**src/rtl/ctrl_pkg.sv**
```systemverilog
// Shared encodings for the multi-cycle controller: opcodes, functs, states,
// datapath selector codes and the decoded instruction-class bundle.
package ctrl_pkg;

    localparam int unsigned OP_W    = 6;
    localparam int unsigned FUNCT_W = 6;
    localparam int unsigned STATE_W = 3;

    localparam logic [OP_W-1:0] OP_RTYPE = 6'h00;
    localparam logic [OP_W-1:0] OP_J     = 6'h02;
    localparam logic [OP_W-1:0] OP_JAL   = 6'h03;
    localparam logic [OP_W-1:0] OP_BEQ   = 6'h04;
    localparam logic [OP_W-1:0] OP_ORI   = 6'h0D;
    localparam logic [OP_W-1:0] OP_LUI   = 6'h0F;
    localparam logic [OP_W-1:0] OP_LW    = 6'h23;
    localparam logic [OP_W-1:0] OP_SW    = 6'h2B;

    localparam logic [FUNCT_W-1:0] FN_JR   = 6'h08;
    localparam logic [FUNCT_W-1:0] FN_ADDU = 6'h21;
    localparam logic [FUNCT_W-1:0] FN_SUBU = 6'h23;

    typedef enum logic [STATE_W-1:0] {
        ST_FETCH  = 3'd0,
        ST_DECODE = 3'd1,
        ST_EXEC   = 3'd2,
        ST_MEM    = 3'd3,
        ST_WB     = 3'd4
    } state_t;

    localparam logic [2:0] ALU_ADD = 3'b000;
    localparam logic [2:0] ALU_SUB = 3'b001;
    localparam logic [2:0] ALU_OR  = 3'b010;
    localparam logic [2:0] ALU_LUI = 3'b011;

    localparam logic [1:0] EXT_ZERO  = 2'b00;
    localparam logic [1:0] EXT_SIGN  = 2'b01;
    localparam logic [1:0] EXT_UPPER = 2'b10;

    localparam logic [1:0] DST_RT = 2'b00;
    localparam logic [1:0] DST_RD = 2'b01;
    localparam logic [1:0] DST_RA = 2'b10;

    localparam logic [1:0] WBSEL_ALU = 2'b00;
    localparam logic [1:0] WBSEL_MEM = 2'b01;
    localparam logic [1:0] WBSEL_PC8 = 2'b11;

    localparam logic [1:0] PC_PC4 = 2'b00;
    localparam logic [1:0] PC_BEQ = 2'b01;
    localparam logic [1:0] PC_JAL = 2'b10;
    localparam logic [1:0] PC_RD1 = 2'b11;

    // One-hot instruction class; all-zero means the encoding is unsupported.
    typedef struct packed {
        logic addu;
        logic subu;
        logic jr;
        logic ori;
        logic lw;
        logic sw;
        logic beq;
        logic lui;
        logic j;
        logic jal;
    } instr_cls_t;

endpackage

```
**src/rtl/mc_decode.sv**
```systemverilog
// Combinational instruction classifier: op/funct to one-hot class plus illegal.
module mc_decode
    import ctrl_pkg::*;
(
    input  logic [OP_W-1:0]    op,
    input  logic [FUNCT_W-1:0] funct,
    output instr_cls_t         cls,
    output logic               illegal
);

    always_comb begin
        cls = '0;
        case (op)
            OP_RTYPE: begin
                case (funct)
                    FN_ADDU: cls.addu = 1'b1;
                    FN_SUBU: cls.subu = 1'b1;
                    FN_JR:   cls.jr   = 1'b1;
                    default: ;
                endcase
            end
            OP_ORI:  cls.ori = 1'b1;
            OP_LW:   cls.lw  = 1'b1;
            OP_SW:   cls.sw  = 1'b1;
            OP_BEQ:  cls.beq = 1'b1;
            OP_LUI:  cls.lui = 1'b1;
            OP_J:    cls.j   = 1'b1;
            OP_JAL:  cls.jal = 1'b1;
            default: ;
        endcase
        illegal = (cls == '0);
    end

endmodule

```
**src/rtl/mc_ctrl.sv**
```systemverilog
// Multi-cycle CPU control unit: sequences FETCH/DECODE/EXEC/MEM/WB and drives
// datapath selectors and write strobes; counts retired instructions.
module mc_ctrl
    import ctrl_pkg::*;
#(
    parameter int unsigned CNT_W = 32
) (
    input  logic               clk,
    input  logic               reset,
    input  logic [OP_W-1:0]    op,
    input  logic [FUNCT_W-1:0] funct,
    input  logic               isEqual,
    input  logic               mem_ready,
    output logic               PCWr,
    output logic               IRWr,
    output logic               RegWrite,
    output logic               MemWrite,
    output logic               ALUSrc,
    output logic [1:0]         RegDst,
    output logic [1:0]         MemtoReg,
    output logic [1:0]         PC_SELECT,
    output logic [2:0]         ALUOp,
    output logic [1:0]         EXTOp,
    output logic [STATE_W-1:0] state,
    output logic               illegal,
    output logic [CNT_W-1:0]   retired
);

    state_t     state_q;
    state_t     state_d;
    instr_cls_t cls;
    logic       dec_illegal;
    logic       retire_c;

    mc_decode u_decode (
        .op      (op),
        .funct   (funct),
        .cls     (cls),
        .illegal (dec_illegal)
    );

    assign state = state_q;

    // Next-state and per-state datapath controls.
    always_comb begin
        state_d   = ST_FETCH;
        PCWr      = 1'b0;
        IRWr      = 1'b0;
        RegWrite  = 1'b0;
        MemWrite  = 1'b0;
        ALUSrc    = 1'b0;
        RegDst    = DST_RT;
        MemtoReg  = WBSEL_ALU;
        PC_SELECT = PC_PC4;
        ALUOp     = ALU_ADD;
        EXTOp     = EXT_ZERO;
        illegal   = 1'b0;
        retire_c  = 1'b0;

        case (state_q)
            ST_FETCH: begin
                IRWr    = 1'b1;
                PCWr    = 1'b1;
                state_d = ST_DECODE;
            end
            ST_DECODE: begin
                if (dec_illegal) begin
                    illegal = 1'b1;
                end else if (cls.j || cls.jal) begin
                    PCWr      = 1'b1;
                    PC_SELECT = PC_JAL;
                    retire_c  = cls.j;
                    state_d   = cls.jal ? ST_WB : ST_FETCH;
                end else if (cls.jr) begin
                    PCWr      = 1'b1;
                    PC_SELECT = PC_RD1;
                    retire_c  = 1'b1;
                end else begin
                    state_d = ST_EXEC;
                end
            end
            ST_EXEC: begin
                if (cls.addu || cls.subu) begin
                    ALUOp   = cls.subu ? ALU_SUB : ALU_ADD;
                    state_d = ST_WB;
                end else if (cls.ori) begin
                    ALUSrc  = 1'b1;
                    ALUOp   = ALU_OR;
                    state_d = ST_WB;
                end else if (cls.lui) begin
                    ALUSrc  = 1'b1;
                    EXTOp   = EXT_UPPER;
                    ALUOp   = ALU_LUI;
                    state_d = ST_WB;
                end else if (cls.lw || cls.sw) begin
                    ALUSrc  = 1'b1;
                    EXTOp   = EXT_SIGN;
                    state_d = ST_MEM;
                end else if (cls.beq) begin
                    ALUOp     = ALU_SUB;
                    EXTOp     = EXT_SIGN;
                    PC_SELECT = PC_BEQ;
                    PCWr      = isEqual;
                    retire_c  = 1'b1;
                end
            end
            ST_MEM: begin
                MemWrite = cls.sw;
                if (!(cls.lw || cls.sw)) begin
                    state_d = ST_FETCH;
                end else if (!mem_ready) begin
                    state_d = ST_MEM;
                end else if (cls.lw) begin
                    state_d = ST_WB;
                end else begin
                    retire_c = 1'b1;
                end
            end
            ST_WB: begin
                RegWrite = 1'b1;
                retire_c = 1'b1;
                if (cls.addu || cls.subu) begin
                    RegDst = DST_RD;
                end else if (cls.lw) begin
                    MemtoReg = WBSEL_MEM;
                end else if (cls.jal) begin
                    RegDst   = DST_RA;
                    MemtoReg = WBSEL_PC8;
                end
            end
            default: state_d = ST_FETCH;
        endcase

        // A reset cycle must never commit architectural state.
        if (reset) begin
            PCWr     = 1'b0;
            IRWr     = 1'b0;
            RegWrite = 1'b0;
            MemWrite = 1'b0;
            illegal  = 1'b0;
            retire_c = 1'b0;
        end
    end

    always_ff @(posedge clk) begin
        if (reset) begin
            state_q <= ST_FETCH;
            retired <= '0;
        end else begin
            state_q <= state_d;
            if (retire_c) begin
                retired <= retired + CNT_W'(1);
            end
        end
    end

endmodule

```
**config.mk**
```make
export PLATFORM = sky130hd
export DESIGN_NAME = mc_ctrl
export DESIGN_NICKNAME = d
export VERILOG_FILES = /design/src/rtl/ctrl_pkg.sv /design/src/rtl/mc_decode.sv /design/src/rtl/mc_ctrl.sv
export SDC_FILE = /design/constraint.sdc
export NUM_CORES = 1
export LEC_CHECK = 0
export BUFFER_PORTS_ARGS = -buffer_cell sky130_fd_sc_hd__buf_2
export CAP_MARGIN = 20
export CORE_UTILIZATION = 33
export CTS_BUF_LIST = sky130_fd_sc_hd__clkbuf_8
export CTS_CLUSTER_DIAMETER = 200
export DETAILED_ROUTE_END_ITERATION = 10
export HOLD_SLACK_MARGIN = 0.02
export PLACE_DENSITY = 0.52
export SKIP_CTS_REPAIR_TIMING = 1
export SYNTH_ARGS = -nofsm -noshare
export SYNTH_HDL_FRONTEND = slang
export SYNTH_SLANG_ARGS = --single-unit
```
**constraint.sdc**
```tcl
create_clock -name clk -period 2.9 [get_ports clk]
set_clock_uncertainty 0.15 [all_clocks]
set_input_delay 0.29 -clock clk [delete_from_list [all_inputs] [get_ports clk]]
set_output_delay 0.29 -clock clk [all_outputs]
set_load 0.02 [all_outputs]
```
# Yosys cells after proc, flatten, opt, wreduce, memory -nomap -nowiden
# Cells that the tools add are included.
# Widths: inputs -> output; s select.
[totals]
register_bits = 35
latchBits = 0
mem_bits_rw = 0
mem_bits_ro = 0
input_bits = 16
output_inout_bits = 52
wordCells = 111
mem_count = 0
[classes]
n_addsub = 1
mul = 0
div = 0
order_cmp = 0
n_eq_ne = 14
shift = 0
muxes = 88
bitwise_logic = 0
reduce_logical = 6
[ops]
columns = ["operator", "n"]
rows = [
  ["$mux 1", 53],
  ["$mux 2", 21],
  ["$add 32x1->32 const B", 1],
  ["$mux 3", 10],
  ["$eq 6x6->1 const B", 4],
  ["$eq 6x4->1 const B", 3],
  ["$eq 6x2->1 const B", 2],
  ["$pmux 3 s4", 1],
  ["$logic_not 10->1", 1],
  ["$eq 3x2->1 const B", 2],
  ["$eq 6x3->1 const B", 1],
  ["$logic_not 6->1", 1],
  ["$pmux 1 s4", 1],
  ["$pmux 2 s2", 1],
  ["$eq 3x1->1 const B", 1],
  ["$eq 3x3->1 const B", 1],
  ["$logic_not 3->1", 1],
  ["$logic_or 1x1->1", 3],
  ["$pmux 1 s3", 1],
]

# Longest topological paths before layout
[depth]
depth_word = 9
depth_mapped = 8

# Modules after synthesis
# From an unflattened synthesis, not the netlist that was laid out.
[hier_totals]
cells_unflattened = 331
area_unflattened_um2 = 2561.2
[by_module_without_submodules]
columns = ["module", "instances", "cells_per_inst", "area_per_inst_um2"]
rows = [
  ["mc_ctrl", 1, 302, 2354.8],
  ["mc_decode", 1, 29, 206.4],
]

# Least setup slack after synthesis
# Ideal clock, no wire load.
[synth_timing]
kind = "register -> register"
start = "register state_q[1], in the netlist state[1]"
end = "register retired[15]"
t_arrival_ps = 2038
required_ps = 2629
setup_slack_ps = 592
stages_incl_launch_ff = 8
n_path_buf = 2
period_less_slack_ps = 2308
cell_sequence = "dfxtp_1 buf_2 nor3b_1 a32oi_1 o211a_4 clkbuf_1 nor4_1 mux2_2"
[synth_via]
elab_chain_len = 3
[synth_lines]
columns = ["item", "line_no", "text"]
rows = [
  ["start, declared", "mc_ctrl.sv:29", "state_t state_q;"],
  ["start signal, assigned", "mc_ctrl.sv:150", "state_q <= state_d;"],
  ["$eq 3x3->1, or another cell as far along", "mc_ctrl.sv:60", "case (state_q)"],
  ["$pmux 1 s4 (*)", "mc_ctrl.sv:60", ""],
  ["$mux 1 (*)", "mc_ctrl.sv:135", "if (reset) begin"],
  ["end signal, assigned", "mc_ctrl.sv:152", "retired <= retired + CNT_W'(1);"],
  ["end, declared", "mc_ctrl.sv:26", "output logic [CNT_W-1:0] retired"],
]
# Mark *: on every way between the ends. The rest lies on a longest branch, timed or not.
# A chain may end at the register's enable or synchronous reset.

# Final worst setup path
[layout_timing]
start = "register state_q[1], in the netlist state[1]"
end = "output PCWr"
[layout_via]
elab_chain_len = 3
[layout_lines]
columns = ["item", "line_no", "text"]
rows = [
  ["$eq 3x2->1, or another cell as far along", "mc_ctrl.sv:60", ""],
  ["$pmux 1 s3 (*)", "mc_ctrl.sv:60", ""],
  ["$mux 1 (*)", "mc_ctrl.sv:135", ""],
  ["end, declared", "mc_ctrl.sv:14", "output logic PCWr,"],
]
# Marks and branches as above.

==> results.sh <==
export IMPL_cts_buffer_depth=2
export IMPL_min_delay_path_depth=3
export IMPL_portBuffers=66
export IMPL_start_util_pct=34.05
export IMPL_dp_cells=406
export IMPL_drtIter0Drc=149
export IMPL_synth_edff_count=0
export IMPL_syn_area_sq_um=2162
export IMPL_dieArea_sq_um=6879
export IMPL_crit_required_ps=2460
export IMPL_ir_drop_mv=0.1738
export IMPL_tightest_slew_ps=562.0
export IMPL_tns_ps=0
export IMPL_min_period_ps=2473
export IMPL_final_cells=414
export IMPL_ys_ff_latch=35
export IMPL_gp_congestion=0.8812
export IMPL_cts_tree="done"
export IMPL_clk_pin_slew_ps=60
export IMPL_timing_worst_setup_path_type="reg2out"
export IMPL_cts_htree_levels=2
export IMPL_synth_cell_type_count=49
export IMPL_wl_per_cell_microns=14.31
export IMPL_post_route_cells_drive_above_1_share_pct=26.11
export IMPL_wl_microns=5926
export IMPL_rsz0062_at_grt="no"
export IMPL_worstPathArrival_ps=2030
export IMPL_reg2reg_depth=5
export IMPL_critPathBufInv=1
export IMPL_grt_pass1_wl_microns=9791
export IMPL_drtAntennaViolNets=0
export IMPL_dp_hpwl_microns=4152
export IMPL_vias=2327
export IMPL_grt_pass1_vias=2054
export IMPL_cts_sinks=35
export IMPL_status="complete, but fails checks"
export IMPL_rr_endpoint="retired[15]"
export IMPL_track_usage_pct=17.14
export IMPL_dpl_cell_area_sq_um=2536
export IMPL_cp_top_family="simple AND/OR/NAND/NOR gates"
export IMPL_clkLatencyLatePin_ps=280
export IMPL_synth_fp_nets=294
export IMPL_maxSlewViolCount=0
export IMPL_clock_fmax_ghz=0.4044
export IMPL_min_path_type="in2reg"
export IMPL_critPathCaptureType="output port"
export IMPL_drt_pass1_iter_count=7
export IMPL_hold_viol=0
export IMPL_syn_mean_instance_area_sq_um=7.805
export IMPL_r2r_slack_ps=460
export IMPL_antenna_found_initial=0
export IMPL_post_route_drc_count=2
export IMPL_synth_yosys_warnings=0
export IMPL_power_leakage_nw=0.9952
export IMPL_timing_rr_start="state[1]"
export IMPL_die_h_microns=82.94
export IMPL_drv_cap=0
export IMPL_core_sq_um=6350
export IMPL_cp_cell_sequence="nor3b_1 -> nand2_1 -> or3_1 -> a21oi_1 -> buf_2"
export IMPL_setup_violations=0
export IMPL_synth_ff_type="dfxtp_1"
export IMPL_critPathSlowestCell="dfxtp_1"
export IMPL_area_growth_syn_to_layout_pct=21.06
export IMPL_ys_seq_area_share_pct=32.41
export IMPL_fin_nets=353
export IMPL_async_flop_share_pct=0
export IMPL_io_pins=68
export IMPL_die_w_microns=82.94
export IMPL_worstHoldStart="op[5]"
export IMPL_min_to="state[1]"
export IMPL_failed_checks="design-rule violations"
export IMPL_startpoint="state[1]"
export IMPL_fin_crit_sh_pct=85.26
export IMPL_startpoint_type="register"
export IMPL_vias_per_cell=5.621
export IMPL_numCtsBuffers=5
export IMPL_maxSlewHeadroom_pct=62.53
export IMPL_root_buffer="clkbuf_8"
export IMPL_nFillCells=679
export IMPL_grt_overflow=0
export IMPL_grt_max_degree=62
export IMPL_diodes=0
export IMPL_fin_area_sq_um=2618
export IMPL_rows=29
export IMPL_p_per_area_nw_per_um2=338.6
export IMPL_crit_fanout=11
export IMPL_max_stage_delay_ps=550
export IMPL_syn_inst=277
## layout make-up
class | count | area, sq um | share of cell area (%)
clock buffer | 5 | 68.82 | 2.629
clock inverter | 3 | 12.51 | 0.4780
inverter | 7 | 26.28 | 1.004
multi-input combinational | 216 | 1345 | 51.39
sequential | 35 | 700.7 | 26.77
tap | 77 | 96.34 | 3.681
timing repair buffer | 71 | 367.9 | 14.05
## metrics by stage
step / hold WS, ps / worst slack (ps) / total power, W / util [%]
2_1_floorplan: 350.1 / 591.7 / 0.0005356 / -
3_3_place_gp: 317.8 / 482.0 / 0.0005675 / 39.94
3_5_place_dp: 321.4 / 501.7 / 0.0005672 / 39.94
4_1_cts: 273.8 / 430.0 / 0.0009024 / 41.22
5_1_grt: 294.4 / 228.9 / 0.0009217 / 41.22
6_report: 284.5 / 427.3 / 0.0008863 / 41.22
## Yosys cell counts, types with 8 or more instances
cell type | instances | share of area [%]
a21oi_1 | 34 | 7.9
dfxtp_1 | 35 | 32
nand4_1 | 13 | 3.8
or3_1 | 15 | 4.3
o21ai_0 | 16 | 3.7
nand2_1 | 19 | 3.3
nor3_1 | 8 | 1.9
clkbuf_1 | 12 | 2.1
nand3_1 | 19 | 4.4
or4_1 | 13 | 4.5
o31ai_1 | 13 | 4.5
nor2_1 | 12 | 2.1
## layer usage
| metal | vias to the layer above | track usage (%) | share of wire [%] |
|---|---|---|---|
| met1 | 1087 | 23.26 | 50 |
| met4 | 0 | 5.172 | 0.93 |
| met5 | - | 0 | 0 |
| met2 | 58 | 27.94 | 46 |
| li1 | 1178 | - | - |
| met3 | 4 | 2.684 | 3.5 |
## registers in the layout (all words and copies together), names as in the netlist
signal	flops
state	3
retired	32
## worst reg2reg max path: stages (launching register included)
cell	delay [ps]
dfxtp_1	550
nor3b_1	370
a32oi_1	180
o211a_4	350
nor4_1	380
mux2_2	370
## cells by family (layout without fill, tap and decap cells)
family	after synthesis	in the layout	synth area share, %
and+or+nand+nor	138	138	39.81
AOI/OAI and AO/OA	73	73	20.26
DFF	35	35	32.41
buffers and inverters	26	86	5.381
muxes	2	2	0.9838
adders and majority gates	1	1	0.5786
other	1	1	0.1734
xor gates and xnor gates	1	1	0.4052
## worst max path at each step
stage,slack (ps),endpoint,cells after the start
global route,230,PCWr,5
floorplan,590,retired[15],7
CTS,430,PCWr,5
finish,430,PCWr,5
detailed placement,500,retired[15],5
global placement,480,retired[15],5
## power by group
part	leakage (nW)	internal, W	total (W)	switching (W)
registers	0.282	0.000482	0.000484	0.00000251
clock network	0.0505	0.000161	0.000330	0.000169
logic	0.663	0.0000256	0.0000719	0.0000463
## placed cells by master, fill, tap and decap left out, types with 3 or more instances in the layout
master,synthesis,final
a21oi_1,34,34
and2_1,3,3
and3_1,7,7
and4_1,6,6
buf_2,3,66
buf_4,2,5
clkbuf_8,0,5
dfxtp_1,35,35
inv_1,7,9
nand2_1,19,19
nand3_1,19,19
nand4_1,13,13
nor2_1,12,12
nor2b_1,4,4
nor3_1,8,8
nor3b_1,3,3
o21ai_0,16,16
o31ai_1,13,13
or3_1,15,15
or4_1,13,13
(Power assumes the default switching activity.)
